--- src/rtl/engine_timer_slave_if.sv ---
// Engine data/instruction bus as seen by a memory-mapped responder.
// The responder stalls the engine with waitrequest until the access completes.
interface engine_timer_slave_if #(
  parameter int WIDTHA = 3,
  parameter int WIDTHD = 32
);
  logic              chipselect;
  logic [WIDTHA-1:0] address;
  logic              read;
  logic              write;
  logic [WIDTHD-1:0] writedata;
  logic [WIDTHD-1:0] readdata;
  logic              waitrequest;

  modport master (
    output chipselect, address, read, write, writedata,
    input  readdata, waitrequest
  );

  modport slave (
    input  chipselect, address, read, write, writedata,
    output readdata, waitrequest
  );
endinterface

--- src/rtl/engine_timer_slave.sv ---
// Bus responder with wait states, a down-counting interval timer and software interrupts.
// Define ENGINE_TIMER_SWIRQ_EN to build the SWIRQ pending register behind addresses 4/5.
module engine_timer_slave #(
  parameter int WIDTHA      = 3,
  parameter int WIDTHD      = 32,
  parameter int WAIT_STATES = 1
) (
  input  logic                 clock,
  input  logic                 clock_areset_n,
  engine_timer_slave_if.slave  bus,
  output logic [WIDTHD-1:0]    irq
);

  localparam logic [3:0]        WS  = 4'(WAIT_STATES);
  localparam logic [WIDTHD-1:0] ONE = WIDTHD'(1);

  localparam logic [WIDTHA-1:0] A_CTRL   = WIDTHA'(0);
  localparam logic [WIDTHA-1:0] A_LOAD   = WIDTHA'(1);
  localparam logic [WIDTHA-1:0] A_COUNT  = WIDTHA'(2);
  localparam logic [WIDTHA-1:0] A_STATUS = WIDTHA'(3);
  localparam logic [WIDTHA-1:0] A_SWSET  = WIDTHA'(4);
  localparam logic [WIDTHA-1:0] A_SWCLR  = WIDTHA'(5);

  logic [3:0]        wait_cnt;
  logic              acc;
  logic              stall;
  logic              wr_en;

  logic              ctrl_en, ctrl_reload, ctrl_irqen;
  logic              en_nxt, reload_nxt, irqen_nxt;
  logic [WIDTHD-1:0] load, load_nxt;
  logic [WIDTHD-1:0] count, count_nxt;
  logic              exp_flag, exp_nxt;
  logic [WIDTHD-1:0] pending, pending_nxt;
  logic [WIDTHD-1:0] rd_mux;
  logic [WIDTHD-1:0] irq_nxt;

  assign acc             = bus.chipselect & (bus.read | bus.write);
  assign stall           = acc & (wait_cnt != WS);
  assign bus.waitrequest = stall;
  // A write strobe wins when both strobes are high.
  assign wr_en           = acc & ~stall & bus.write;

  always_comb begin
    rd_mux = '0;
    case (bus.address)
      A_CTRL:   rd_mux = {{(WIDTHD-3){1'b0}}, ctrl_irqen, ctrl_reload, ctrl_en};
      A_LOAD:   rd_mux = load;
      A_COUNT:  rd_mux = count;
      A_STATUS: rd_mux = {{(WIDTHD-1){1'b0}}, exp_flag};
      A_SWSET:  rd_mux = pending;
      A_SWCLR:  rd_mux = pending;
      default:  rd_mux = '0;
    endcase
  end

  always_comb begin
    en_nxt     = ctrl_en;
    reload_nxt = ctrl_reload;
    irqen_nxt  = ctrl_irqen;
    load_nxt   = load;
    count_nxt  = count;
    exp_nxt    = exp_flag;

    if (ctrl_en) begin
      if (count != '0) begin
        count_nxt = count - ONE;
      end else if (ctrl_reload) begin
        count_nxt = load;
      end else begin
        en_nxt = 1'b0;
      end
    end

    // Bus writes override the timer's own update; the hardware EXP set overrides a clear.
    if (wr_en) begin
      case (bus.address)
        A_CTRL:   {irqen_nxt, reload_nxt, en_nxt} = bus.writedata[2:0];
        A_LOAD:   load_nxt = bus.writedata;
        A_COUNT:  count_nxt = bus.writedata;
        A_STATUS: if (bus.writedata[0]) exp_nxt = 1'b0;
        default:  ;
      endcase
    end

    if (ctrl_en && (count == '0)) begin
      exp_nxt = 1'b1;
    end
  end

`ifdef ENGINE_TIMER_SWIRQ_EN
  always_comb begin
    pending_nxt = pending;
    if (wr_en && (bus.address == A_SWSET)) begin
      pending_nxt = pending | bus.writedata;
    end else if (wr_en && (bus.address == A_SWCLR)) begin
      pending_nxt = pending & ~bus.writedata;
    end
  end

  always_ff @(posedge clock or negedge clock_areset_n) begin
    if (!clock_areset_n) begin
      pending <= '0;
    end else begin
      pending <= pending_nxt;
    end
  end
`else
  assign pending     = '0;
  assign pending_nxt = '0;
`endif

  assign irq_nxt = {pending_nxt[WIDTHD-1:1], pending_nxt[0] | (exp_nxt & irqen_nxt)};

  always_ff @(posedge clock or negedge clock_areset_n) begin
    if (!clock_areset_n) begin
      wait_cnt     <= '0;
      bus.readdata <= '0;
      irq          <= '0;
      ctrl_en      <= 1'b0;
      ctrl_reload  <= 1'b0;
      ctrl_irqen   <= 1'b0;
      load         <= '0;
      count        <= '0;
      exp_flag     <= 1'b0;
    end else begin
      wait_cnt <= stall ? (wait_cnt + 4'd1) : 4'd0;
      if (acc) begin
        bus.readdata <= rd_mux;
      end
      irq         <= irq_nxt;
      ctrl_en     <= en_nxt;
      ctrl_reload <= reload_nxt;
      ctrl_irqen  <= irqen_nxt;
      load        <= load_nxt;
      count       <= count_nxt;
      exp_flag    <= exp_nxt;
    end
  end

endmodule

--- src/flat_wrapper.sv ---
// flat-port wrapper written by rule: the top's interface ports become plain ports
module engine_timer_slave_flat 
#(
  parameter int WIDTHA      = 3,
  parameter int WIDTHD      = 32,
  parameter int WAIT_STATES = 1
)
  (clock, clock_areset_n, irq, bus_chipselect, bus_address, bus_read, bus_write, bus_writedata, bus_readdata, bus_waitrequest);
  engine_timer_slave_if #(.WIDTHA(WIDTHA), .WIDTHD(WIDTHD)) bus_i ();
  input  logic clock;
  input  logic clock_areset_n;
  output logic [WIDTHD-1:0] irq;
  input wire logic [$bits(bus_i.chipselect)-1:0] bus_chipselect;
  input wire logic [$bits(bus_i.address)-1:0] bus_address;
  input wire logic [$bits(bus_i.read)-1:0] bus_read;
  input wire logic [$bits(bus_i.write)-1:0] bus_write;
  input wire logic [$bits(bus_i.writedata)-1:0] bus_writedata;
  output wire logic [$bits(bus_i.readdata)-1:0] bus_readdata;
  output wire logic [$bits(bus_i.waitrequest)-1:0] bus_waitrequest;
  assign bus_i.chipselect = bus_chipselect;
  assign bus_i.address = bus_address;
  assign bus_i.read = bus_read;
  assign bus_i.write = bus_write;
  assign bus_i.writedata = bus_writedata;
  assign bus_readdata = bus_i.readdata;
  assign bus_waitrequest = bus_i.waitrequest;
  engine_timer_slave #(.WIDTHA(WIDTHA), .WIDTHD(WIDTHD), .WAIT_STATES(WAIT_STATES)) u_core (.clock(clock), .clock_areset_n(clock_areset_n), .bus(bus_i), .irq(irq));
endmodule
--- config.mk ---
export PLATFORM = sky130hd
export DESIGN_NAME = engine_timer_slave_flat
export DESIGN_NICKNAME = d
export VERILOG_FILES = /design/src/rtl/engine_timer_slave_if.sv /design/src/rtl/engine_timer_slave.sv /design/src/flat_wrapper.sv
export SDC_FILE = /design/constraint.sdc
export NUM_CORES = 1
export LEC_CHECK = 0
export CORE_MARGIN = 2
export CORE_UTILIZATION = 45
export DETAILED_ROUTE_END_ITERATION = 8
export GPL_TIMING_DRIVEN = 0
export PLACE_DENSITY = 0.7
export SETUP_SLACK_MARGIN = 0.4
export SYNTH_ARGS = -nofsm -noshare
export SYNTH_HDL_FRONTEND = slang
export SYNTH_SLANG_ARGS = --single-unit
--- constraint.sdc ---
create_clock -name clock -period 3.2 [get_ports clock]
set_clock_uncertainty 0.15 [all_clocks]
set_input_delay 0.32 -clock clock [delete_from_list [all_inputs] [get_ports clock]]
set_output_delay 0.32 -clock clock [all_outputs]
set_load 0.05 [all_outputs]
==> run summary, run 1 <==
Die X -> 118.1 um
Power per standard cell area -> 672.3 nW/um^2
Syn Std Cell Area -> 5862 um^2
Worst path cell trace -> buf_6 -> or3_4 -> or3_4 -> buf_6 -> or4_4 -> buf_12 -> a2111oi_4 -> a211oi_1
CP bufs+invs -> 3
CTS buffer count -> 9
Post-synth ARST share -> 1.000
CP max-delay cell -> or4_4
Number of distinct library cells after synthesis -> 61
Crit path required time -> 3.25 ns
Clk slew on worst S/H paths -> 0.07 ns
Status -> finished, final reports clean
Relative slew slack -> 0.3515
Synth top area share -> 0.4482
Layout Cells excl Fill -> 948
Routed wire per std cell -> 19.37 um
Post-synthesis compound-gate area fraction -> 0.1974
Residual DRC -> 0
Design Area, Final -> 7835 um^2
# diodes -> 0
Row cnt -> 41
Drt initial violations -> 656
Top post-synthesis cells by area -> dfrtp_1 45%, mux2_2 6.1%, o21ai_0 5.5%
Clock latency on the worst-skew pair -> 0.36 ns
Slew Limit Fails -> 0
Critical path peak fanout -> 6
Ys Warns -> 0
Max Cap Viol -> 0
Area growth, synth to finish -> 33.66%
CTS Sinks -> 105
Peak supply drop -> 316.1 uV
Post-synthesis share of cell area spent on xor and xnor gates -> 0.01046
Setup-failing EPs final -> 0
CTS max path bufs -> 2
Fill count -> 1064
Crit path DAT -> 2.96 ns
HP Class -> reg2reg
Syn Inst Count -> 627
RSZ-0062 raised after global routing -> true
Largest net degree at the start of global routing -> 61
Total track usage -> 0.2593
I/O Buffers -> 72
EDFF count, synth -> 0
Die Ht -> 118.1 um
Crit path max-delay family -> simple AND/OR/NAND/NOR gates
Post-DP HPWL -> 12560 um
Post-DP Area -> 6949 um^2
Slowest cell delay on critical path -> 0.62 ns
Antenna violations before repair -> 0
Worst Setup Path Type -> reg2reg
Number of synthesized register bits -> 105
H-tree depth -> 3
Mux contribution to synthesized area -> 0.07385
Cells after DPL -> 903
Fin nets -> 815
Hold_ws -> 0.3288 ns
Leak Pwr -> 3.313 nW
Post-synthesis simple-gate area fraction -> 0.1844
Total Wirelength -> 18360 um
Setup tns final -> 0 ns
CP startpoint kind -> register
Remaining antenna violation count -> 0
First-pass GRT wire length -> 28710 um
TritonCTS clock tree -> built
Grt total ovfl -> 0
Vias in the first global route -> 5363
Core area -> 12670 um^2
Period utilization -> 0.9099
Die Area -> 13960 um^2
1st-pass router iterations -> 5
Root Buffer -> clkbuf_16
Initial Util -> 0.4626
Worst setup EP type -> register
Share of cells above drive strength 1 -> 0.2268
Yosys top cell by area -> dfrtp_1
Adder-cell share of the synthesized area -> 0.008538
Via Count -> 5446
Avg Inst Size Synth -> 9.349 um^2
Vias/cell -> 5.745
Post-layout min period -> 2.912 ns
Fmax -> 343.5 MHz
Most common cell after layout, fill and taps aside -> dfrtp_1
Prevailing post-synth register cell -> dfrtp_1
Ports -> 105
Hold Violations, Final -> 0
Gp weighted congestion -> 0.9254
Combinational family with the most area after synthesis -> compound AO/OA/AOI/OAI gates
Most frequent cells in the layout -> 104 x dfrtp_1, 70 x clkdlybuf4s50_1, 62 x o21ai_0
Worst-margin pin slew -> 0.9692 ns
Seq/Total Area, Yosys -> 0.4482
stage by stage:
| stage | power, mW | util | setup slack, ns |
|---|---|---|---|
| after global routing | 5.525 | 0.6183 | 0.2290 |
| after floorplan | 3.163 | - | 0.4308 |
| after global placement | 3.671 | 0.5454 | -2.441 |
| after detailed placement | 3.727 | 0.5484 | -0.1509 |
| final | 5.268 | 0.6183 | 0.2884 |
| after CTS | 5.109 | 0.5984 | 0.3445 |
routing by layer:
metal | up-vias | wire length [um] | GRT usage
met4 | 0 | 353 | 0.08735
met1 | 2613 | 8042 | 0.3508
met2 | 274 | 8515 | 0.4173
met3 | 25 | 1452 | 0.05068
li1 | 2534 | - | -
met5 | - | 0 | 0
registers in the layout, summed over array words and instances, names as in the netlist:
signal	flops
u_core.load	32
u_core.irq	1
u_core.ctrl_en	1
u_core.count	32
u_core.exp_flag	1
u_core.bus.readdata	32
u_core.wait_cnt	4
u_core.ctrl_irqen	1
u_core.ctrl_reload	1
synth_stat cells, types with 4 or more instances:
cell type	number
a211oi_1	6
a21oi_1	23
a22o_1	5
a22oi_1	29
a31oi_1	12
and3_1	4
buf_2	4
buf_4	31
clkbuf_1	32
dfrtp_1	105
ha_1	4
inv_1	8
mux2_2	32
mux2i_1	5
nand2_1	67
nand3_1	12
nand4_1	6
nor2_1	35
nor3_1	25
nor3b_1	6
nor4_1	15
o21ai_0	65
o21ai_1	8
o21bai_1	4
o31ai_1	9
or3_1	11
or4_1	6
xor2_1	4
worst min-delay path, delay by kind of cell (launching register included):
family	cells	cell delay (ns)
DFF	1	0.34
and+or+nand+nor	1	0.04
AOI/OAI and AO/OA	1	0.06
cells by family after synthesis:
logic type / Yosys count
AND/OR/NAND/NOR: 210
buffers and inverters: 81
adder cells (fa/ha/maj): 4
AO/OA/AOI/OAI: 181
XOR/XNOR: 7
flip-flops: 105
multiplexers: 38
other: 1
repair_timing:
action	CTS	global route
cloned	2	0
endpoints found under the setup margin	64	33
gates resized for setup	42	35
hold buffers	1	0
pin swaps	11	21
endpoints found under the hold margin	45	0
buffers inserted	10	16
final timing paths:
path | from | end | slack, ns | cells past startpoint
max in group asynchronous | clock_areset_n | u_core.count[12]$_DFF_PN0_ | 1.81 | 3
hold / removal | u_core.bus.readdata[5]$_DFFE_PN0P_ | u_core.bus.readdata[5]$_DFFE_PN0P_ | 0.33 | 2
setup reg to reg | u_core.count[2]$_DFF_PN0_ | u_core.count[14]$_DFF_PN0_ | 0.29 | 8
setup / recovery | u_core.count[2]$_DFF_PN0_ | u_core.count[14]$_DFF_PN0_ | 0.29 | 8
min in group asynchronous | clock_areset_n | u_core.bus.readdata[26]$_DFFE_PN0P_ | 0.37 | 2
hold reg to reg | u_core.bus.readdata[5]$_DFFE_PN0P_ | u_core.bus.readdata[5]$_DFFE_PN0P_ | 0.33 | 2
power by group:
group,internal (mW),switching [mW]
Sequential,1.62,0.377
Combinational,0.807,1.24
Clock,0.710,0.516
cell type report:
class	instances	area, um^2	area share
Tap cell	172	215.2	0.02747
Multi-Input combinational cell	471	3153	0.4024
Clock inverter	6	90.09	0.01150
Clock buffer	10	239.0	0.03050
Buffer	72	462.9	0.05909
Sequential cell	105	2629	0.3355
Timing Repair Buffer	103	1012	0.1292
Inverter	9	33.78	0.004312
(Power assumes the default switching activity.)
==> run 2, diff against run 1 <==
--- a/config.mk
+++ b/config.mk
@@ -8,8 +8,9 @@
 export CORE_MARGIN = 2
 export CORE_UTILIZATION = 45
 export DETAILED_ROUTE_END_ITERATION = 8
-export GPL_TIMING_DRIVEN = 0
+export GPL_TIMING_DRIVEN = 1
 export PLACE_DENSITY = 0.7
+export REMOVE_ABC_BUFFERS = 1
 export SETUP_SLACK_MARGIN = 0.4
 export SYNTH_ARGS = -nofsm -noshare
 export SYNTH_HDL_FRONTEND = slang
==> run 2 against run 1 <==
Net effect:
- sequential share of layout area rose by 2.9 points
- fmax rose by 7.0%
- first-iteration DRC count fell by 31%
- hold slack got worse by 0.0019 ns
- core utilization fell by 4.8 points
- clock-buffer cell count rose by 1
- register-to-register slack improved by 0.19 ns
- combinational power fell by 14%
- die area did not move
- final cell count fell by 6.5%
==> run summary, run 2 (synthesis gave the netlist of run 1 again) <==
CP max-delay cell -> or4_4
Die X -> 118.1 um
Antenna violations before repair -> 0
Worst reg2reg path endpoint -> u_core.count[10]$_DFF_PN0_
CTS max path bufs -> 2
# diodes -> 0
Die Area -> 13960 um^2
Worst Reg-to-Reg Cells -> 6
Cells after DPL -> 861
Vias in the first global route -> 5044
Relative slew slack -> 0.5185
Overall Power -> 5.031 mW
Worst Setup Path Type -> reg2reg
Grt total ovfl -> 0
Drt initial violations -> 452
Critical path peak fanout -> 10
TritonCTS clock tree -> built
Worst r2r src -> u_core.count[2]$_DFF_PN0_
Worst path cell trace -> or3_4 -> or3_4 -> or4_4 -> nor2_8 -> a211oi_1 -> o41ai_2
Critical path's most frequent cell -> or3_4
Row cnt -> 41
Area growth, synth to finish -> 23.24%
Post-DP HPWL -> 10780 um
Period utilization -> 0.8503
Slew Limit Fails -> 0
Most frequent cells in the layout -> 103 x dfrtp_1, 71 x clkdlybuf4s50_1, 66 x nand2_1
Gp weighted congestion -> 0.9173
Fmax -> 367.5 MHz
P_sw -> 1.938 mW
Hold Violations, Final -> 0
RSZ-0062 raised after global routing -> false
CTS buffer count -> 9
Comb power frac -> 0.347
Largest net degree at the start of global routing -> 55
Most common cell after layout, fill and taps aside -> dfrtp_1
Core area -> 12670 um^2
Die Ht -> 118.1 um
Worst setup EP type -> register
Power per standard cell area -> 696.4 nW/um^2
Crit path required time -> 3.29 ns
Remaining antenna violation count -> 0
Initial Util -> 0.4626
Ports -> 105
Residual DRC -> 0
Worst-margin pin slew -> 0.7222 ns
CP startpoint kind -> register
Via Count -> 5176
Layout Cells excl Fill -> 886
Crit path DAT -> 2.81 ns
H-tree depth -> 3
Total track usage -> 0.2304
Max Cap Viol -> 0
Fin nets -> 753
Sequential power share -> 0.400
Leak Pwr -> 2.985 nW
R2R setup slack -> 0.48 ns
CTS Sinks -> 105
HP Class -> reg2reg
Status -> finished, final reports clean
1st-pass router iterations -> 6
I/O Buffers -> 73
Regs by FF count -> u_core.bus.readdata x32, u_core.count x32, u_core.load x32
Clock latency on the worst-skew pair -> 0.37 ns
Peak supply drop -> 285.1 uV
Root Buffer -> clkbuf_16
Total Wirelength -> 15920 um
Routed wire per std cell -> 17.96 um
Slowest cell delay on critical path -> 0.51 ns
Int Power -> 3.093 mW
Fill count -> 1120
CP Launch Point -> u_core.count[2]$_DFF_PN0_
Share of cells above drive strength 1 -> 0.1569
Setup-failing EPs final -> 0
Clk slew on worst S/H paths -> 0.07 ns
Post-layout min period -> 2.721 ns
Hold_ws -> 0.3269 ns
Clock Power Share -> 0.253
First-pass GRT wire length -> 25990 um
CP Capture Point -> u_core.count[10]$_DFF_PN0_
Vias/cell -> 5.842
Sw Share -> 0.3852
## run 2: changes by cell type in the layout (fill, tap and decap cells not counted), moves of 4 or more
| cell | change |
|---|---|
| nor4_4 | -4 |
| buf_4 | -22 |
| nand2_1 | +5 |
| clkbuf_2 | -5 |
| clkbuf_1 | -24 |
| buf_6 | -4 |
| nor3_1 | +5 |
| nor3_2 | -4 |
## run 2: through the flow
stage / setup TNS (ns) / instance area [um^2] / setup WS [ns] / utilization
final: 0 / 7224 / 0.4789 / 0.5702
after global routing: 0 / 7224 / 0.4208 / 0.5702
after CTS: 0 / 7179 / 0.3783 / 0.5666
after detailed placement: 0 / 6777 / 0.1527 / 0.5348
after global placement: 0 / 6777 / 0.2839 / 0.5348
after floorplan: -51.62 / 5560 / -1.070 / -
## run 2: worst min-delay path by stage
stage                                                    from                             endpoint  slack [ns]  cells after the start
after global routing      u_core.bus.readdata[29]$_DFFE_PN0P_  u_core.bus.readdata[29]$_DFFE_PN0P_        0.36                      2
after global placement                         clock_areset_n         u_core.wait_cnt[0]$_DFF_PN0_        0.26                      1
after CTS                  u_core.bus.readdata[7]$_DFFE_PN0P_   u_core.bus.readdata[7]$_DFFE_PN0P_        0.34                      2
final                     u_core.bus.readdata[29]$_DFFE_PN0P_  u_core.bus.readdata[29]$_DFFE_PN0P_        0.33                      2
after detailed placement                       clock_areset_n         u_core.wait_cnt[1]$_DFF_PN0_        0.27                      1
after floorplan                                clock_areset_n   u_core.bus.readdata[0]$_DFFE_PN0P_       -0.13                      0
## run 2: final cells by class
cell class | instances | area, um^2 | share of cell area
timing repair buffer | 112 | 1046 | 0.1448
multi-input combinational | 472 | 2963 | 0.4101
inverter | 9 | 33.78 | 0.004676
sequential | 105 | 2630 | 0.3640
tap | 172 | 215.2 | 0.02979
clock buffer | 11 | 232.7 | 0.03221
clock inverter | 5 | 103.9 | 0.01437
## run 2: power by group through the flow
stage | combinational [mW] | sequential (mW) | clock, mW
after CTS | 1.73 | 2.00 | 1.29
final | 1.75 | 2.01 | 1.27
after floorplan | 0.976 | 2.09 | 0
after detailed placement | 1.69 | 2.02 | 0
after global placement | 1.65 | 2.00 | 0
after global routing | 1.90 | 2.07 | 1.34
## run 2: worst max-delay path, delay by kind of cell (launching register included)
family / cells / cell delay (ns)
compound gates: 2 / 0.46
flops: 1 / 0.47
simple gates: 4 / 1.51
## run 2: repair_timing
action,CTS,global route
cloned,1,0
endpoints found under the setup margin,11,22
pin swaps,1,1
resized for setup,2,7
hold buffers,1,0
buffers inserted,3,4
endpoints found under the hold margin,53,0
## run 2: per-layer routing
layer / GRT usage / routed length, um
met5: 0 / 0
met4: 0.09036 / 318
met3: 0.04295 / 918
met2: 0.3652 / 7528
met1: 0.3124 / 7151
==> RTL edit, RTL diff (config.mk and constraints of run 1) <==
Add a define of `ENGINE_TIMER_SWIRQ_EN`.
--- a/src/rtl/engine_timer_slave.sv
+++ b/src/rtl/engine_timer_slave.sv
@@ -2,2 +2,4 @@
 // Define ENGINE_TIMER_SWIRQ_EN to build the SWIRQ pending register behind addresses 4/5.
+`define ENGINE_TIMER_SWIRQ_EN
+
 module engine_timer_slave #(
Formal check against the unedited RTL: not equivalent (a bounded check fails within 4 cycles, from zero or initial values and one cycle with clock_areset_n low).
==> RTL edit against run 1 <==
Worst hold slack worse by 0.054 ns; first-iteration DRC count grew 30%; sequential power is 12% higher; area after synthesis up 27%; sequential cell count is 32 higher; highest routed layer unchanged; critical path depth stayed put; worst setup slack better by 0.0021 ns; largest cell class unchanged; design area grew 26%; wire length increased by 30%; non-clock buffer count up 50; fmax about the same; critical endpoint is now u_core.count[20]; power grew 16%.
==> RTL edit: results (changes against run 1) <==
| Metric | Value |
|---|---|
| Status | `completed (unchanged)` |
| Adder-Cell Fraction of Synth Area | `0.674% (was 0.854%)` |
| Post-place setup slack | `-0.181 ns (was -0.151 ns)` |
| Hpwl dp | `15.9 mm (was 12.6 mm)` |
| Total number of vias | `7217 (was 5446)` |
| Pleak | `4.17 nW (was 3.31 nW)` |
| Sequential area share after synthesis | `46.2% (was 44.8%)` |
| Seq. cell area | `3430 um^2 (was 2630 um^2)` |
| Multi-input combinational area share | `36.3% (was 40.2%)` |
| Inverters | `11 (was 9)` |
| Signal buffers share of area | `18.9% (was 18.8%)` |
| Logic pwr share | `25.4% (was 38.8%)` |
| Synth Area in XOR/XNOR | `0.944% (was 1.05%)` |
| Sequential power share | `36.7% (was 37.9%)` |
| Largest net degree at the start of global routing | `82 (was 61)` |
| Non-clk bufs | `225 (was 175)` |
| Critical Path AT | `3.09 ns (was 2.96 ns)` |
| CP startpoint | `u_core.count[8] (was u_core.count[2])` |
| Layout fillers | `1419 (was 1064)` |
| Post-Syn Instances | `816 (was 627)` |
| Area of the multi-input gates | `3580 um^2 (was 3150 um^2)` |
| Worst setup margin | `0.290 ns (was 0.288 ns)` |
| Tapcell count | `216 (was 172)` |
| Later-pin clock latency in the skew report | `0.43 ns (was 0.36 ns)` |
| Critical Path Sink | `u_core.count[20] (was u_core.count[14])` |
| PortBufs | `101 (was 72)` |
| Post-Place Cell Area | `8750 um^2 (was 6950 um^2)` |
| Final Routed Wirelength | `23.9 mm (was 18.4 mm)` |
| Fin cells | `1193 (was 948)` |
| Multi-input combinational cell count | `572 (was 471)` |
| Clock network share of area | `6.99% (was 4.20%)` |
| Clk sink count | `137 (was 105)` |
| Netlist cell types | `53 (was 61)` |
| DRT iter0 DRCs | `852 (was 656)` |
| Comb pwr | `1.56 mW (was 2.04 mW)` |
| Largest stage delay, worst path | `0.52 ns (was 0.62 ns)` |
| P_sw | `1.96 mW (was 2.13 mW)` |
| Relative slew slack | `42.7% (was 35.1%)` |
| Nets | `1008 (was 815)` |
| First-pass GRT wire length | `37.4 mm (was 28.7 mm)` |
RTL edit: changes by cell type after synthesis, moves of 6 or more:
cell and change:
a21oi_1 +47, nand2_1 +33, dfrtp_1 +32, nor2_1 +28, a22o_1 +27, clkbuf_1 +20
and3_1 +9, a31oi_1 -7, a211oi_1 +6
RTL edit: routing by layer:
layer	wire length [um]	share of wire (%)	up-vias	GRT usage [%]
met1	10200	43	3481	37.4
met3	2260	9.5	70	6.40
met2	10600	44	430	41.0
li1	-	-	3236	-
met5	0	0	-	0
met4	832	3.5	0	11.4
RTL edit: metrics by stage:
stage / setup TNS (ns) / hold slack [ns]
2_1_floorplan: 0 / -0.126
3_3_place_gp: -544.80 / 0.313
3_5_place_dp: -1.44 / 0.181
4_1_cts: 0 / 0.301
5_1_grt: 0 / 0.327
6_report: 0 / 0.275
